**config.mk**
```make
export PLATFORM = sky130hd
export DESIGN_NAME = hram_ctrl
export DESIGN_NICKNAME = d
export VERILOG_FILES = /design/src/rtl/hram_pkg.sv /design/src/rtl/hram_storage.sv /design/src/rtl/hram_ctrl.sv
export SDC_FILE = /design/constraint.sdc
export NUM_CORES = 1
export LEC_CHECK = 0
export CAP_MARGIN = 20
export CORE_MARGIN = 2
export CORE_UTILIZATION = 30
export DETAILED_ROUTE_END_ITERATION = 12
export GPL_TIMING_DRIVEN = 0
export PLACE_DENSITY = 0.51
export SETUP_SLACK_MARGIN = 0.02
export SYNTH_ARGS = -nofsm -noshare
export SYNTH_HDL_FRONTEND = slang
export SYNTH_SLANG_ARGS = --single-unit
```
**constraint.sdc**
```tcl
create_clock -name clk -period 6.8 [get_ports clk]
set_clock_uncertainty 0.1 [all_clocks]
set_input_delay 1.36 -clock clk [delete_from_list [all_inputs] [get_ports clk]]
set_output_delay 1.36 -clock clk [all_outputs]
set_load 0.1 [all_outputs]
```
**src/rtl/hram_pkg.sv**
```systemverilog
// Shared constants, state type and sizing helper for the high-RAM controller.
package hram_pkg;

  localparam logic [7:0] DEF_BASE = 8'h80;
  localparam logic [7:0] DEF_TOP  = 8'hFE;

  typedef enum logic {
    IDLE  = 1'b0,
    CLEAR = 1'b1
  } state_t;

  // Smallest address width able to index depth words (at least one bit).
  function automatic int idx_width(input int depth);
    int w;
    w = 1;
    while ((1 << w) < depth) w = w + 1;
    return w;
  endfunction

endpackage

```
**src/rtl/hram_storage.sv**
```systemverilog
// Single-port word array: one synchronous write port and one registered read port.
module hram_storage #(
  parameter int DATA_W = 8,
  parameter int DEPTH  = 127,
  parameter int IDX_W  = 7
) (
  input  logic              clk,
  input  logic              n_reset,
  input  logic              we,
  input  logic              re,
  input  logic [IDX_W-1:0]  addr,
  input  logic [DATA_W-1:0] wdata,
  output logic [DATA_W-1:0] rdata
);

  logic [DATA_W-1:0] mem [DEPTH];

  always_ff @(posedge clk) begin
    if (we) mem[addr] <= wdata;
  end

  // Read register holds its value between reads; only it is reset, never the array.
  always_ff @(posedge clk or negedge n_reset) begin
    if (!n_reset)  rdata <= '0;
    else if (re)   rdata <= mem[addr];
  end

endmodule

```
**src/rtl/hram_ctrl.sv**
```systemverilog
// High-RAM controller: FFxx address decode, bus arbitration and post-reset clear sweep.
module hram_ctrl
  import hram_pkg::*;
#(
  parameter int         DATA_W         = 8,
  parameter logic [7:0] BASE           = DEF_BASE,
  parameter logic [7:0] TOP            = DEF_TOP,
  parameter bit         CLEAR_ON_RESET = 1'b1
) (
  input  logic              clk,
  input  logic              n_reset,
  input  logic              soc_rd,
  input  logic              soc_wr,
  input  logic              ffxx,
  input  logic [7:0]        a,
  input  logic [DATA_W-1:0] d_in,
  output logic [DATA_W-1:0] d_out,
  output logic              d_oe,
  output logic              busy
);

  localparam int               DEPTH     = int'(TOP) - int'(BASE) + 1;
  localparam int               IDX_W     = idx_width(DEPTH);
  localparam logic [IDX_W-1:0] LAST_IDX  = IDX_W'(DEPTH - 1);
  localparam state_t           RST_STATE = CLEAR_ON_RESET ? CLEAR : IDLE;

  state_t            state, state_nxt;
  logic [IDX_W-1:0]  cnt;
  logic              hit;
  logic [IDX_W-1:0]  idx;
  logic              bus_wr, bus_rd;
  logic              mem_we;
  logic [IDX_W-1:0]  mem_addr;
  logic [DATA_W-1:0] mem_wdata;

  // FFFF is the interrupt-enable register and must never be claimed here.
  assign hit    = ffxx && (a != 8'hFF) && (a >= BASE) && (a <= TOP);
  assign idx    = IDX_W'(a - BASE);
  assign bus_wr = hit && soc_wr && !busy;
  assign bus_rd = hit && soc_rd && !soc_wr && !busy;

  always_ff @(posedge clk or negedge n_reset) begin
    if (!n_reset) state <= RST_STATE;
    else          state <= state_nxt;
  end

  always_comb begin
    state_nxt = state;
    if (state == CLEAR && cnt == LAST_IDX) state_nxt = IDLE;
  end

  // Clear engine owns the write port while busy; bus traffic is dropped.
  always_comb begin
    busy      = (state == CLEAR);
    mem_we    = bus_wr;
    mem_addr  = idx;
    mem_wdata = d_in;
    if (busy) begin
      mem_we    = 1'b1;
      mem_addr  = cnt;
      mem_wdata = '0;
    end
  end

  always_ff @(posedge clk or negedge n_reset) begin
    if (!n_reset) begin
      cnt  <= '0;
      d_oe <= 1'b0;
    end else begin
      d_oe <= bus_rd;
      if (state == CLEAR) cnt <= (cnt == LAST_IDX) ? '0 : cnt + 1'b1;
    end
  end

  hram_storage #(
    .DATA_W (DATA_W),
    .DEPTH  (DEPTH),
    .IDX_W  (IDX_W)
  ) u_storage (
    .clk     (clk),
    .n_reset (n_reset),
    .we      (mem_we),
    .re      (bus_rd),
    .addr    (mem_addr),
    .wdata   (mem_wdata),
    .rdata   (d_out)
  );

endmodule
```
==> flow_metrics.env <==
export IMPL_cp_required_ns=7.00
export IMPL_die_x_um=367
export IMPL_hold_violations=0
export IMPL_crit_chain="clkdlybuf4s50_1 > buf_2 > nor4b_1 > or2_1 > buf_2 > buf_2 > buf_2 > nand2_1 > clkbuf_1 > nor2_1"
export IMPL_yosysWarnings=0
export IMPL_die_h_um=367
export IMPL_overflow=0
export IMPL_post_place_cells=4184
export IMPL_drtIter0Drc=3797
export IMPL_cts_tree="yes"
export IMPL_drt_first_pass_iters=9
export IMPL_place_hpwl_um=94700
export IMPL_crit_path_max_incr_delay_ns=1.02
export IMPL_critPathKind="input pin to flip-flop"
export IMPL_critPathLaunchType="input pin"
export IMPL_setup_violations=0
export IMPL_syn_inst=2343
export IMPL_globalRouteTotalUtil_pct=20.3
export IMPL_cts_sink_count=1033
export IMPL_crit_top_cell="buf_2"
export IMPL_place_ws_ns=-0.399
export IMPL_layout_setup_ws_ns=0.171
export IMPL_end_kind="flip-flop"
export IMPL_drt_wl_total_um=141000
export IMPL_synth_top_family_by_area="compound AO/OA/AOI/OAI gates"
export IMPL_globalplace_congestion=0.881
export IMPL_total_power_mw=13.3
export IMPL_cts_buffer_depth=3
export IMPL_grt_max_degree=49
export IMPL_postRouteAntennaNets=0
export IMPL_fin_nets=2555
export IMPL_tightest_slew_ns=1.24
export IMPL_status="finished, final reports clean"
export IMPL_core_um2=131000
export IMPL_netlist_area_um2=39400
export IMPL_clk_pin_slew_ns=0.06
export IMPL_grt_pass1_wl_um=191000
export IMPL_post_cts_resized=0
export IMPL_clock_fmax_mhz=151
export IMPL_ys_top_cells_by_area="edfxtp_1 77%, a22oi_1 4.2%, mux2i_1 3.9%"
export IMPL_post_route_cell_area_um2=46200
export IMPL_synth_simple_area_share_pct=4.56
export IMPL_synth_mux_area_share_pct=4.23
export IMPL_period_needed_ns=6.63
export IMPL_post_cts_setup_buffers=0
export IMPL_cts_root_buf="clkbuf_16"
export IMPL_worst_hold_path_type="flip-flop to flip-flop"
export IMPL_rsz0062_at_grt="no"
export IMPL_vias=24511
export IMPL_synth_seq_cells=1033
export IMPL_power_density_nw_per_um2=289
export IMPL_synth_seq_area_share_pct=78.4
export IMPL_synthAdderAreaFrac_pct=0.0634
export IMPL_rows=133
export IMPL_avgSynthCellArea_um2=16.8
export IMPL_clk_insertion_delay_late_ns=0.69
export IMPL_cts_inserted_buffers=98
export IMPL_cap_violations=0
export IMPL_wl_per_cell_um=32.2
export IMPL_synth_distinct_cells=66
export IMPL_placed_cell_area_um2=43000
export IMPL_vias_per_cell=5.61
export IMPL_areaGrowthSynthToFinish_pct=17.0
export IMPL_synth_top_area_cell="edfxtp_1"
export IMPL_num_fill_cells=12332
export IMPL_drive_gt1_share_pct=11.9
export IMPL_synth_ff_type="edfxtp_1"
export IMPL_io_buffers=30
export IMPL_antenna_found_initial=6
export IMPL_async_reset_ff_share_pct=1.65
export IMPL_cts_max_level=3
export IMPL_cp_max_fo=10
export IMPL_slew_headroom_pct=16.8
export IMPL_synth_nets=2366
export IMPL_peakVddDrop_uv=177
export IMPL_design_die_area_um2=134000
export IMPL_final_max_slew_viol_count=0
export IMPL_synthXorXnorAreaFrac_pct=0.0444
export IMPL_synth_compound_area_share_pct=10.8
export IMPL_period_share_pct=97.5
export IMPL_total_leakage_power_nw=14.4
export IMPL_hold_buffers=0
export IMPL_critPathArrivalTime_ns=6.83
export IMPL_start_util_pct=30.1
export IMPL_grt_pass1_vias=23716
export IMPL_ios=31
export IMPL_critPathSlowestCell="nor2_1"
export IMPL_fin_cells=4371
export IMPL_fin_util_pct=35.3
export IMPL_drc_errors=0
export IMPL_synth_edf_count=1016
export IMPL_synth_top_area_share_pct=77.3
-- layout by cell type (no fill, tap or decap), types with 61 or more instances in the layout --
cell type / synthesis / final
a21oi_1: 61 / 61
a22oi_1: 222 / 222
buf_2: 63 / 68
clkbuf_1: 49 / 74
clkbuf_16: 0 / 102
edfxtp_1: 1016 / 1016
mux2i_1: 155 / 154
nand2_1: 135 / 135
nor2_1: 132 / 131
o21ai_0: 80 / 80
o22ai_1: 75 / 75
-- Yosys cell counts, drive strengths merged (23+ instances only) --
cell	instances
a21oi	61
a222oi	30
a22oi	222
a41oi	45
buf	94
clkbuf	49
edfxtp	1016
mux2i	155
nand2	135
nand3	23
nor2	132
o21ai	84
o22ai	75
-- power by group --
part	internal, mW	total [mW]	switching, mW
sequential	7.00	7.02	0.0216
combinational	0.226	0.870	0.644
clock	3.07	5.45	2.38
-- worst max-delay path, delay by kind of cell --
| family | cells | cell delay (ns) |
|---|---|---|
| buffers and inverters | 6 | 2.84 |
| and+or+nand+nor | 4 | 2.57 |
-- stage by stage --
step           hold slack [ns]   TNS, ns
2_1_floorplan            0.414         0
3_3_place_gp             0.457  -3392.43
3_5_place_dp             0.449    -41.93
4_1_cts                  0.476         0
5_1_grt                  0.536         0
6_report                 0.481         0
-- final cells by class --
| cell class | instances | area (um^2) | share of cell area [%] |
|---|---|---|---|
| diodes | 2 | 5.00 | 0.0108 |
| plain buffers | 143 | 717 | 1.55 |
| clock buffers | 129 | 2670 | 5.79 |
| clock inverters | 53 | 475 | 1.03 |
| inverters | 9 | 33.8 | 0.0732 |
| multi-input cells | 1158 | 7860 | 17.0 |
| flip-flops and latches | 1033 | 30900 | 67.0 |
| well taps | 1755 | 2200 | 4.76 |
| repair buffers | 89 | 1270 | 2.76 |
-- path summary, 6_finish.rpt --
| kind | slack [ns] | start | to | depth (start not counted) |
|---|---|---|---|---|
| setup / recovery | 0.17 | a[1] | u_storage.mem[49][1]$_DFFE_PP_ | 10 |
| hold / removal | 0.48 | u_storage.rdata[5]$_DFFE_PN0P_ | u_storage.rdata[5]$_DFFE_PN0P_ | 2 |
| setup reg to reg | 0.86 | busy$_DFFE_PN1P_ | u_storage.mem[49][1]$_DFFE_PP_ | 9 |
| hold reg to reg | 0.48 | u_storage.rdata[5]$_DFFE_PN0P_ | u_storage.rdata[5]$_DFFE_PN0P_ | 2 |
| max in group asynchronous | 4.85 | n_reset | cnt[0]$_DFFE_PN0P_ | 1 |
| min in group asynchronous | 1.12 | n_reset | d_oe$_DFF_PN0_ | 1 |
-- logic make-up (layout without fill, tap and decap cells) --
family | count (synthesis) | count (layout)
simple gates | 386 | 386
other cells | 0 | 2
flops | 1033 | 1033
mux | 165 | 165
xor+xnor | 2 | 2
fa+ha+maj | 2 | 2
buf+inv | 152 | 423
compound gates | 603 | 603
-- per-layer routing --
metal / global-route usage [%] / vias to the layer above / part of all wire (%)
met1: 28.0 / 12727 / 41
li1: - / 9920 / -
met3: 4.54 / 282 / 11
met2: 30.8 / 1578 / 44
met4: 8.52 / 4 / 4.4
met5: 0 / - / 0.011
-- registers in the layout, indices dropped and copies added (netlist names) --
| name | cells |
|---|---|
| u_storage.mem | 1016 |
| cnt | 7 |
| d_oe | 1 |
| busy | 1 |
| u_storage.rdata | 8 |
(Power assumes the default switching activity.)
